===== config.mk =====
export PLATFORM = sky130hd
export DESIGN_NAME = cla_seq_adder_flat
export DESIGN_NICKNAME = d
export VERILOG_FILES = /design/src/rtl/cla_seq_adder_pkg.sv /design/src/rtl/cla_seq_adder_if.sv /design/src/rtl/cla_seq_adder_cla4_slice.sv /design/src/rtl/cla_seq_adder.sv /design/src/flat_wrapper.sv
export SDC_FILE = /design/constraint.sdc
export NUM_CORES = 1
export LEC_CHECK = 0
export ABC_AREA = 1
export CAP_MARGIN = 20
export CORE_MARGIN = 10
export CORE_UTILIZATION = 37
export CTS_CLUSTER_DIAMETER = 150
export CTS_CLUSTER_SIZE = 28
export DETAILED_ROUTE_END_ITERATION = 8
export HOLD_SLACK_MARGIN = 0.05
export PLACE_DENSITY_LB_ADDON = 0.25
export SYNTH_ARGS = -nofsm -noshare
export SYNTH_HDL_FRONTEND = slang
export SYNTH_SLANG_ARGS = --single-unit
export TNS_END_PERCENT = 30

===== constraint.sdc =====
create_clock -name clk -period 1.8 [get_ports clk]
set_input_delay 0.45 -clock clk [delete_from_list [all_inputs] [get_ports clk]]
set_output_delay 0.45 -clock clk [all_outputs]
set_load 0.02 [all_outputs]

===== src/rtl/cla_seq_adder_pkg.sv =====
// Shared types and constants for the nibble-serial carry-lookahead adder.
// Holds the sequencer state encoding and the slice width.
package cla_pkg;

    localparam int NIBBLE_W = 4;

    typedef enum logic [1:0] {
        IDLE = 2'd0,
        RUN  = 2'd1,
        DONE = 2'd2
    } state_e;

endpackage


===== src/rtl/cla_seq_adder_if.sv =====
// Operand/result handshake bundle for cla_seq_adder.
// Optional ovf signal is present only when CLA_SEQ_OVF_EN is defined.
interface cla_seq_adder_if #(
    parameter int WIDTH = 16
);
    logic             in_valid;
    logic             in_ready;
    logic [WIDTH-1:0] a;
    logic [WIDTH-1:0] b;
    logic             cin;
    logic             out_valid;
    logic             out_ready;
    logic [WIDTH-1:0] sum;
    logic             cout;
    logic             busy;
`ifdef CLA_SEQ_OVF_EN
    logic             ovf;

    modport master (
        output in_valid, a, b, cin, out_ready,
        input  in_ready, out_valid, sum, cout, busy, ovf
    );

    modport slave (
        input  in_valid, a, b, cin, out_ready,
        output in_ready, out_valid, sum, cout, busy, ovf
    );
`else
    modport master (
        output in_valid, a, b, cin, out_ready,
        input  in_ready, out_valid, sum, cout, busy
    );

    modport slave (
        input  in_valid, a, b, cin, out_ready,
        output in_ready, out_valid, sum, cout, busy
    );
`endif
endinterface


===== src/rtl/cla_seq_adder_cla4_slice.sv =====
// Combinational 4-bit carry-lookahead adder slice.
// Exposes the carry into bit 3 so the caller can derive signed overflow.
module cla4_slice
    import cla_pkg::*;
(
    input  logic [NIBBLE_W-1:0] a_i,
    input  logic [NIBBLE_W-1:0] b_i,
    input  logic                cin_i,
    output logic [NIBBLE_W-1:0] s_o,
    output logic                cout_o,
    output logic                c3_o
);
    logic [NIBBLE_W-1:0] g;
    logic [NIBBLE_W-1:0] p;
    logic                c1;
    logic                c2;
    logic                c3;
    logic                c4;

    // Lookahead carries expanded from generate/propagate terms.
    always_comb begin
        g  = a_i & b_i;
        p  = a_i ^ b_i;
        c1 = g[0] | (p[0] & cin_i);
        c2 = g[1] | (p[1] & g[0]) | (p[1] & p[0] & cin_i);
        c3 = g[2] | (p[2] & g[1]) | (p[2] & p[1] & g[0])
           | (p[2] & p[1] & p[0] & cin_i);
        c4 = g[3] | (p[3] & g[2]) | (p[3] & p[2] & g[1])
           | (p[3] & p[2] & p[1] & g[0])
           | (p[3] & p[2] & p[1] & p[0] & cin_i);
        s_o    = p ^ {c3, c2, c1, cin_i};
        cout_o = c4;
        c3_o   = c3;
    end

endmodule


===== src/rtl/cla_seq_adder.sv =====
// Nibble-serial adder: one shared 4-bit CLA slice, LSB nibble first.
// Define CLA_SEQ_OVF_EN to add the registered two's-complement ovf output.
module cla_seq_adder
    import cla_pkg::*;
#(
    parameter int WIDTH = 16
) (
    input  logic            clk,
    input  logic            rst_n,
    cla_seq_adder_if.slave  bus
);
    localparam int NIBBLES = WIDTH / NIBBLE_W;
    localparam int IDX_W   = (NIBBLES > 1) ? $clog2(NIBBLES) : 1;
    localparam logic [IDX_W-1:0] LAST = IDX_W'(NIBBLES - 1);

    if ((WIDTH < NIBBLE_W) || ((WIDTH % NIBBLE_W) != 0)) begin : g_bad_width
        $error("cla_seq_adder: WIDTH must be a multiple of 4 and >= 4");
    end

    state_e             state_q, state_d;
    logic [IDX_W-1:0]   idx_q, idx_d;
    logic               carry_q, carry_d;
    logic [WIDTH-1:0]   a_q, a_d;
    logic [WIDTH-1:0]   b_q, b_d;
    logic [WIDTH-1:0]   sum_q, sum_d;
    logic               cout_q, cout_d;
`ifdef CLA_SEQ_OVF_EN
    logic               ovf_q, ovf_d;
`endif

    logic [NIBBLE_W-1:0] a_nib;
    logic [NIBBLE_W-1:0] b_nib;
    logic [NIBBLE_W-1:0] s_nib;
    logic                s_cout;
    logic                s_c3;

    // Select the operand nibbles addressed by the current index.
    always_comb begin
        a_nib = a_q[idx_q*NIBBLE_W +: NIBBLE_W];
        b_nib = b_q[idx_q*NIBBLE_W +: NIBBLE_W];
    end

    cla4_slice u_slice (
        .a_i    (a_nib),
        .b_i    (b_nib),
        .cin_i  (carry_q),
        .s_o    (s_nib),
        .cout_o (s_cout),
        .c3_o   (s_c3)
    );

`ifndef CLA_SEQ_OVF_EN
    logic unused_c3;
    assign unused_c3 = s_c3;
`endif

    // Next-state and datapath update for the accept/run/drain sequence.
    always_comb begin
        state_d = state_q;
        idx_d   = idx_q;
        carry_d = carry_q;
        a_d     = a_q;
        b_d     = b_q;
        sum_d   = sum_q;
        cout_d  = cout_q;
`ifdef CLA_SEQ_OVF_EN
        ovf_d   = ovf_q;
`endif
        unique case (state_q)
            IDLE: begin
                if (bus.in_valid) begin
                    a_d     = bus.a;
                    b_d     = bus.b;
                    carry_d = bus.cin;
                    idx_d   = '0;
                    sum_d   = '0;
`ifdef CLA_SEQ_OVF_EN
                    ovf_d   = 1'b0;
`endif
                    state_d = RUN;
                end
            end
            RUN: begin
                sum_d[idx_q*NIBBLE_W +: NIBBLE_W] = s_nib;
                carry_d = s_cout;
                idx_d   = idx_q + 1'b1;
                if (idx_q == LAST) begin
                    cout_d  = s_cout;
`ifdef CLA_SEQ_OVF_EN
                    ovf_d   = s_c3 ^ s_cout;
`endif
                    state_d = DONE;
                end
            end
            DONE: begin
                if (bus.out_ready) begin
                    state_d = IDLE;
                end
            end
            default: begin
                state_d = IDLE;
            end
        endcase
    end

    // State and datapath registers, cleared asynchronously.
    always_ff @(posedge clk or negedge rst_n) begin
        if (!rst_n) begin
            state_q <= IDLE;
            idx_q   <= '0;
            carry_q <= 1'b0;
            a_q     <= '0;
            b_q     <= '0;
            sum_q   <= '0;
            cout_q  <= 1'b0;
`ifdef CLA_SEQ_OVF_EN
            ovf_q   <= 1'b0;
`endif
        end else begin
            state_q <= state_d;
            idx_q   <= idx_d;
            carry_q <= carry_d;
            a_q     <= a_d;
            b_q     <= b_d;
            sum_q   <= sum_d;
            cout_q  <= cout_d;
`ifdef CLA_SEQ_OVF_EN
            ovf_q   <= ovf_d;
`endif
        end
    end

    assign bus.in_ready  = (state_q == IDLE);
    assign bus.out_valid = (state_q == DONE);
    assign bus.busy      = (state_q != IDLE);
    assign bus.sum       = sum_q;
    assign bus.cout      = cout_q;
`ifdef CLA_SEQ_OVF_EN
    assign bus.ovf       = ovf_q;
`endif

endmodule


===== src/flat_wrapper.sv =====
// flat-port wrapper written by rule: the top's interface ports become plain ports
module cla_seq_adder_flat import cla_pkg::*;
#(
    parameter int WIDTH = 16
)
  (clk, rst_n, bus_in_valid, bus_a, bus_b, bus_cin, bus_out_ready, bus_in_ready, bus_out_valid, bus_sum, bus_cout, bus_busy);
  cla_seq_adder_if #(.WIDTH(WIDTH)) bus_i ();
  input  logic clk;
  input  logic rst_n;
  input wire logic [$bits(bus_i.in_valid)-1:0] bus_in_valid;
  input wire logic [$bits(bus_i.a)-1:0] bus_a;
  input wire logic [$bits(bus_i.b)-1:0] bus_b;
  input wire logic [$bits(bus_i.cin)-1:0] bus_cin;
  input wire logic [$bits(bus_i.out_ready)-1:0] bus_out_ready;
  output wire logic [$bits(bus_i.in_ready)-1:0] bus_in_ready;
  output wire logic [$bits(bus_i.out_valid)-1:0] bus_out_valid;
  output wire logic [$bits(bus_i.sum)-1:0] bus_sum;
  output wire logic [$bits(bus_i.cout)-1:0] bus_cout;
  output wire logic [$bits(bus_i.busy)-1:0] bus_busy;
  assign bus_i.in_valid = bus_in_valid;
  assign bus_i.a = bus_a;
  assign bus_i.b = bus_b;
  assign bus_i.cin = bus_cin;
  assign bus_i.out_ready = bus_out_ready;
  assign bus_in_ready = bus_i.in_ready;
  assign bus_out_valid = bus_i.out_valid;
  assign bus_sum = bus_i.sum;
  assign bus_cout = bus_i.cout;
  assign bus_busy = bus_i.busy;
  cla_seq_adder #(.WIDTH(WIDTH)) u_core (.clk(clk), .rst_n(rst_n), .bus(bus_i));
endmodule

* Yosys cells after proc, flatten, opt, wreduce, memory -nomap -nowiden *
Cells that the tools add are included.

operators by class
  add/subtract/negate cells = 2
  eq/ne operators = 6
  shift operators = 4
  multiplexer cells = 11
  bitwise operators = 29
  reductions and logical operators = 7

operators by type and width
  cell                       number
  $neg A4 Y34                1
  $shift A4 B34 Y16 const A  1
  $shiftx A4 B34 Y16         1
  $pmux W16 S2               1
  $shiftx A16 B5 Y4          2
  $and A1 B1 Y1              16
  $bwmux W16                 1
  $mux W16                   1
  $or A1 B1 Y1               10
  $mux W2                    4
  $xor A4 B4 Y4              2
  $pmux W2 S3                1
  $reduce_and A2 Y1          3
  $and A4 B4 Y4              1
  $eq A2 B2 Y1 const B       2
  $ne A2 B2 Y1 const B       2
  $pmux W2 S2                1
  $reduce_bool A2 Y1         2
  $reduce_and A3 Y1          1
  $add A2 B1 Y2 const B      1
  $eq A2 B1 Y1 const B       1
  $logic_not A2 Y1           1
  $ne A2 B1 Y1 const B       1
  $pmux W1 S2                1
  $mux W1                    1

storage, ports and cells
  register bits after elaboration = 54
  bits of input ports = 37
  output and inout port bits = 20

* Longest topological paths before layout *
Gate-level depths: netlist (run 1).

  word-level depth = 10
  depth in mapped cells = 14
  gate-level depth less buffers = 13

* Hierarchy *
From an unflattened synthesis (run 1), not the netlist that was laid out.

second synthesis, totals
  cells, all modules = 340
  area total of the unflattened synthesis = 2,760.1 µm²

modules (own cells, without submodules)
  module         times used  cells each  area an instance (µm²)  sequential area each (µm²)
  cla_seq_adder  1           309         2,566.2                 1,351.3
  cla4_slice     1           31          193.9                   0.0

* Worst setup path after synthesis (run 1) *
Ideal clock, no wire load.

  kind = register to register
  start point = reg u_core.idx_q[1]
  end point = reg u_core.sum_q[14] (netlist: u_core.bus.sum[14])
  setup time = 65 ps
  arrival = 1,922 ps
  required time = 1,735 ps
  path slack = -187 ps
  stages on the path, launching flop included = 12
  clock period less this slack = 1,987 ps
  path through = dfrtp_1 > clkbuf_1 > inv_1 > o21ai_0 > o22ai_1 > ha_1 > nand3_1 > nand3_1 > xor2_1 > nor2_1 > nand3_1 > nand2_1

on the way
  longest elaborated chain between the ends = 10
  elaborated cells on any way between the ends = 25

ends and longest elaborated chain
  what                                            RTL line                                                        text
  from (decl)                                     cla_seq_adder.sv:21                                             logic [IDX_W-1:0] idx_q, idx_d;
  from (signal assigned)                          cla_seq_adder.sv:121                                            idx_q <= idx_d;
  $shiftx A16 B5 Y4 (on tied branches)            cla_seq_adder.sv:39, cla_seq_adder.sv:40
  $xor A4 B4 Y4 or $and A4 B4 Y4 (tied branches)  cla_seq_adder_cla4_slice.sv:23, cla_seq_adder_cla4_slice.sv:22
  $and A1 B1 Y1 (on tied branches)                cla_seq_adder_cla4_slice.sv:26, cla_seq_adder_cla4_slice.sv:27
  $or A1 B1 Y1, or another cell as far along      cla_seq_adder_cla4_slice.sv:26                                  c3 = g[2] | (p[2] & g[1]) | (p[2] & p[1] & g[0])
  $or A1 B1 Y1 or $and A1 B1 Y1 (tied branches)   cla_seq_adder_cla4_slice.sv:26, cla_seq_adder_cla4_slice.sv:27
  $or A1 B1 Y1                                    cla_seq_adder_cla4_slice.sv:27                                  | (p[2] & p[1] & p[0] & cin_i);
  $xor A4 B4 Y4                                   cla_seq_adder_cla4_slice.sv:31                                  s_o = p ^ {c3, c2, c1, cin_i};
  $shiftx A4 B34 Y16                              cla_seq_adder.sv:84                                             sum_d[idx_q*NIBBLE_W +: NIBBLE_W] = s_nib;
  $bwmux W16 (*)                                  cla_seq_adder.sv:84
  $pmux W16 S2 (*)                                cla_seq_adder.sv:69                                             unique case (state_q)
  to (signal assigned)                            cla_seq_adder.sv:125                                            sum_q <= sum_d;
  to (decl)                                       cla_seq_adder.sv:25                                             logic [WIDTH-1:0] sum_q, sum_d;

Mark *: on every way between the ends. The rest lies on a longest branch, timed or not.
A chain may end at the register's enable or synchronous reset.

* Worst setup path after layout (run 1) *
  start point = reg u_core.idx_q[0]
  end point = reg u_core.sum_q[7] (netlist: u_core.bus.sum[7])

Same word-level chain as after synthesis.

==> results.toml, run 1 <==
[drt]
ant_nets = 0
detail_route.wl_per_cell_um = 13.29
firstDrtPassIters = 4
viasPerCell = 4.690
drtIter0Drc = 53
drt_wl_total_mm = 6.514
drc = 0
vias = 2298

[cts]
clockBufferDepth = 2
path_clk_slew_ns = 0.09
htreeDepth = 2
cts.sinks = 54
clk-insertion-delay-late_ns = 0.31
tritoncts = "done"
ctsHoldBuffers = 0
cts_made_buffers = 5
clock-root-buffer = "clkbuf_8"

[floorplanning]
io_pins = 57
placementRows = 30
die_w_um = 104.9
coreArea_um2 = 6907
floorplan.initialDensity_pct = 38.61
fp.dieH_um = 104.9
dieArea_um2 = 11000

[job]
cap_violations = 0

[timing]
clock.fmax_mhz = 487.4
setup_viol = 17
layout_min_cycle_time_ns = 2.052
fin_crit_sh_pct = 114.0
worst_pin_slew_ns = 0.2833
setup_ws_ns = -0.2517
drv_slew = 0
grt_setup_unrepaired = "true"
tns_ns = -2.531
skew_ns = 0.005880
hold_ws_ns = 0.1243
hold_viol = 0
max_slew_margin_pct = 80.99

[power_and_ir_drop]
leakagePower_nw = 1.827
p_per_area_nw_per_um2 = 2168
ir_drop_mv = 0.9257

[status]
violations = "negative setup slack"
status = "complete, but fails checks"

[critical_path]
reg2reg_depth = 13
crit_fanout = 7
endpoint_kind = "flip-flop"
start_kind = "flip-flop"
critPathKind = "reg -> reg"
required_ns = 2.05
arrival_ns = 2.31
r2r_slack_ns = -0.25

[yosys]
synth_top_area_share_pct = 50.68
synth_edf_count = 0
yosys-top-cells-count = "128 x nand2_1, 54 x dfrtp_1, 23 x o21ai_0"
synth-seq-area-share_pct = 50.68
synth_cell_type_count = 29
synth_top_flop_cell = "dfrtp_1"
avgSynthCellArea_um2 = 8.438
synthTopCellsByArea = "dfrtp_1 51%, nand2_1 18%, o21ai_0 4.3%"
yosys_warnings = 0
syn_area_um2 = 2666
synth_top_area_cell = "dfrtp_1"
postSynthCellCount = 316
ys_ff_latch = 54
synth_fp_nets = 363
synth.most_common_cell = "nand2_1"
async_reset_ff_share_pct = 100.0

[global_route]
grt.total_usage_pct = 11.41
grt_overflow = 0
grt_pass1_vias = 2282
antenna_found_initial = 0
grt_first_pass_wirelength_mm = 10.77
grt_max_degree = 55

[layout]
nets = 441
area_growth_pct = 39.18
drive_gt1_share_pct = 20.30
diodes = 0
nFillCells = 657

[place]
post-dp-hpwl_mm = 4.778
placement.io_buffers = 56
place.gp.congestion = 0.8319

[min_path]
min-delay-path-class = "in -> async"
[final cells by class]
type | count | area, um2 | area share (%)
Inverter | 21 | 86.33 | 2.326
Timing Repair Buffer | 83 | 807.0 | 21.75
Sequential cell | 54 | 1354 | 36.48
Tap cell | 96 | 120.1 | 3.237
Multi-Input combinational cell | 229 | 1264 | 34.05
Clock buffer | 6 | 72.57 | 1.955
Clock inverter | 1 | 7.507 | 0.2023
[critical path: stages (launching register included)]
cell,delay (ns)
dfrtp_2,0.46
inv_4,0.11
buf_4,0.13
o21ai_2,0.05
o22ai_1,0.17
ha_1,0.31
buf_4,0.15
nand4_1,0.13
nand2_2,0.08
nand2_2,0.07
nand3_2,0.08
nor2_2,0.14
nand2_1,0.06
nand2_1,0.05
[where the power goes]
part	internal, W	leakage [nW]	switching [W]
Sequential	0.00176	0.690	0.000395
Clock	0.000268	0.0373	0.000387
Combinational	0.00246	1.10	0.00277
Total	0.00449	1.83	0.00356
[placed cells by master, fill, tap and decap left out, types with 2 or more instances in the layout]
master	synthesis	layout
dfrtp_1	54	52
buf_4	3	19
nand2_2	0	2
o22ai_2	0	5
nor2_4	3	3
buf_12	0	3
nand3_1	12	9
o21ai_0	23	11
ha_1	9	7
nand2_4	3	3
buf_6	4	4
o21ai_2	2	8
nand3_2	1	4
o21ai_1	1	7
xor2_1	2	2
inv_1	15	13
dfrtp_2	0	2
buf_2	3	2
o22ai_1	12	7
nor2_2	1	6
clkbuf_8	0	5
nand2_1	128	126
inv_2	5	6
clkdlybuf4s50_1	0	51
o31ai_1	3	3
nor2_1	22	17
dlygate4sd2_1	0	3
[flip-flops by register name, summed over array words and instances (netlist names)]
signal and flops:
u_core.idx_q 2, u_core.b_q 16, u_core.bus.sum 16, u_core.bus.cout 1
u_core.carry_q 1, u_core.state_q 2, u_core.a_q 16
[routing by layer]
metal	vias up	global-route usage [%]	share of wire (%)
met1	1073	14.73	47
met5	-	0	0
li1	1165	-	-
met4	0	3.235	1.0
met3	8	3.686	5.7
met2	52	17.84	47
[logic make-up (layout without fill, tap and decap cells)]
family	Yosys count	count (layout)	share of synthesized area [%]
XOR/XNOR	3	3	0.9856
flip-flops	54	54	50.68
adder cells (fa/ha/maj)	10	10	4.974
buffers and inverters	33	111	6.523
AND/OR/NAND/NOR	172	172	27.22
AO/OA/AOI/OAI	44	44	9.620
[stage by stage]
step	power (W)	instance area, um2	worst slack [ns]	cells	utilization [%]
floorplan	0.004954	2700	-0.05726	316	-
global placement	0.006285	3417	-0.1788	473	49.47
detailed placement	0.006347	3417	-0.2160	473	49.47
CTS	0.007102	3532	-0.2044	482	51.14
global route	0.008724	3711	-0.3984	490	53.73
finish	0.008047	3711	-0.2517	490	53.73
[repair_timing]
item / 4_1_cts / 5_1_grt
cloned: 0 / 1
pin swaps: 6 / 15
endpoints found under the setup margin: 21 / 19
resized for setup: 12 / 32
setup buffers: 2 / 7
[final timing paths]
| kind | from | to |
|---|---|---|
| worst max-delay path | u_core.idx_q[0] | u_core.bus.sum[7] |
| worst min-delay path | rst_n | u_core.state_q[0] |
| worst max register to register | u_core.idx_q[0] | u_core.bus.sum[7] |
| worst min register to register | u_core.a_q[7] | u_core.a_q[7] |
| max in group asynchronous | rst_n | u_core.idx_q[0] |
| min in group clk | u_core.a_q[7] | u_core.a_q[7] |
Note: power is estimated with default switching activity, not from simulation.
==> run 2, diff against run 1 <==
Settings changed: PLACE_DENSITY from default to 0.67, PLACE_DENSITY_LB_ADDON 0.25 to default, SKIP_LAST_GASP from default to 1.
==> run 2 against run 1 <==
Compared with the run above:
- the flow still finishes with violations (negative setup slack)
- design area shrank 1.6%
- register-to-register slack gained 0.05 ns
- global-route usage grew 0.21 points
- critical endpoint unchanged
==> results.toml, run 2 (synthesized netlist as in run 1, its figures left out) <==
[status]
status = "complete, but fails checks"
violations = "negative setup slack"

[critical_path]
crit_fanout = 6
start_kind = "flip-flop"
worstReg2RegStart = "u_core.idx_q[0]"
reg2reg_depth = 12
crit_path_top_delay_cell = "dfrtp_2"
max_stage_delay_ns = 0.46
arrival_ns = 2.20
endpoint_kind = "flip-flop"
worstPathCellList = "buf_6, o21ai_2, o22ai_1, ha_1, nand2_1, nor2_1, nor2_2, nand3_1, nand3_4, nor2_4, nand2_1, nand2_1"
required_ns = 2.00
path_common_cell = "nand2_1"
r2r-end = "u_core.bus.sum[7]"
critPathKind = "reg -> reg"
r2r_slack_ns = -0.21

[layout]
nets = 437
final_cell_mix = "126 x nand2_1, 54 x clkdlybuf4s50_1, 52 x dfrtp_1, 20 x nor2_1, 19 x buf_4"
post-route-util_pct = 52.90
final_common_cell = "nand2_1"
diodes = 0
drive_gt1_share_pct = 17.39
fin_area_um2 = 3654
area_growth_pct = 37.02

[job]
cap_violations = 0

[timing]
drv_slew = 0
setup_viol = 19
layout_min_cycle_time_ns = 2.005
fin_crit_sh_pct = 111.4
hold_viol = 0
setup_ws_ns = -0.2055
grt_setup_unrepaired = "true"
skew_ns = 0.005459
clock.fmax_mhz = 498.6
worst_pin_slew_ns = 0.3008
max_slew_margin_pct = 79.95

[cts]
cts_made_buffers = 5
path_clk_slew_ns = 0.09
clockBufferDepth = 2
tritoncts = "done"
clock-root-buffer = "clkbuf_8"
clk-insertion-delay-late_ns = 0.30
cts.sinks = 54
htreeDepth = 2

[drt]
drtIter0Drc = 109
firstDrtPassIters = 4
drt_wl_total_mm = 6.415
drc = 0
ant_nets = 0
viasPerCell = 4.694
detail_route.wl_per_cell_um = 13.17
vias = 2286

[global_route]
grt_max_degree = 55
grt.met1_usage_pct = 14.33
top_usage_layer = "met2"
grt_pass1_vias = 2329
grt_overflow = 0
antenna_found_initial = 0
met3_usage_pct = 3.747
gr-usage-met2_pct = 19.35
grt_first_pass_wirelength_mm = 10.87
grt.total_usage_pct = 11.63

[place]
place.gp.congestion = 0.8371
post-dp-hpwl_mm = 4.874
placement.io_buffers = 56
placed_cell_area_um2 = 3410

[floorplanning]
dieArea_um2 = 11000
coreArea_um2 = 6907
io_pins = 57
placementRows = 30
die_w_um = 104.9
floorplan.initialDensity_pct = 38.61
fp.dieH_um = 104.9

[power_and_ir_drop]
power_w = 0.007832
p_per_area_nw_per_um2 = 2144
ir_drop_mv = 0.7844
leakagePower_nw = 1.786

[min_path]
min-delay-path-class = "in -> async"
[run 2: changes by cell type in the layout (fill, tap and decap cells not counted), moves of 2 or more]
cell,change
o21ai_2,-2
nor2_2,-5
o21ai_1,+2
dlygate4sd2_1,-2
nor2_1,+3
nand3_2,-3
nor2_4,+2
nand3_1,+2
buf_6,-2
clkdlybuf4s50_1,+3
[run 2: worst max path at each step]
stage / from / to / slack, ns / cells after the start
floorplan: u_core.idx_q[0] / u_core.bus.sum[5] / -0.06 / 9
global placement: u_core.idx_q[0] / u_core.bus.sum[7] / -0.25 / 13
detailed placement: u_core.idx_q[0] / u_core.bus.sum[15] / -0.28 / 13
CTS: u_core.idx_q[0] / u_core.bus.sum[14] / -0.20 / 11
global route: u_core.idx_q[0] / u_core.bus.sum[7] / -0.34 / 13
finish: u_core.idx_q[0] / u_core.bus.sum[7] / -0.21 / 12
[run 2: cell type report]
class,count,area [um2]
Clock inverter,1,5.005
Inverter,21,86.33
Timing Repair Buffer,79,759.5
Clock buffer,7,86.33
Sequential cell,54,1354
Multi-Input combinational cell,229,1242
Fill cell,698,3253
Tap cell,96,120.1
[run 2: worst max-delay path: cells and delay by family, from the launching register on]
family	cells	cell delay, ns
and+or+nand+nor	8	0.72
DFF	1	0.46
adders and majority gates	1	0.35
AOI/OAI and AO/OA	2	0.23
buffers and inverters	1	0.15
[run 2: what timing repair did]
| action | CTS | global route |
|---|---|---|
| setup buffers | 3 | 4 |
| gates resized for setup | 16 | 16 |
| pin swaps | 5 | 10 |
| setup endpoints to repair | 21 | 20 |
| hold buffers | 0 | 0 |
[run 2: report_power, final]
group          switching (W)  internal, W  total [W]
logic                0.00276      0.00223    0.00499
clock network       0.000379     0.000311   0.000690
registers           0.000389      0.00176    0.00215
total                0.00352      0.00431    0.00783
[run 2: per-layer routing]
| layer | wire length [um] | share of wire (%) |
|---|---|---|
| met5 | 0 | 0 |
| met3 | 384 | 6.0 |
| met2 | 3052 | 48 |
| met1 | 2931 | 46 |
| met4 | 46 | 0.72 |
[run 2: stage by stage]
stage          worst slack, ns  hold WS, ns  std cells  TNS, ns
2_1_floorplan         -0.05726       0.1544        316  -0.3084
3_3_place_gp           -0.2463       0.4640        472   -1.772
3_5_place_dp           -0.2791       0.4643        472   -2.674
4_1_cts                -0.2035       0.1407        483   -2.687
5_1_grt                -0.3401       0.1476        487   -4.322
6_report               -0.2055       0.1146        487   -2.424
==> run 3, diff against run 2 <==
Settings changed: CAP_MARGIN 20 to default.
==> results of run 3 <==
The final DEF is identical to that of run 2; final timing and power are the same.
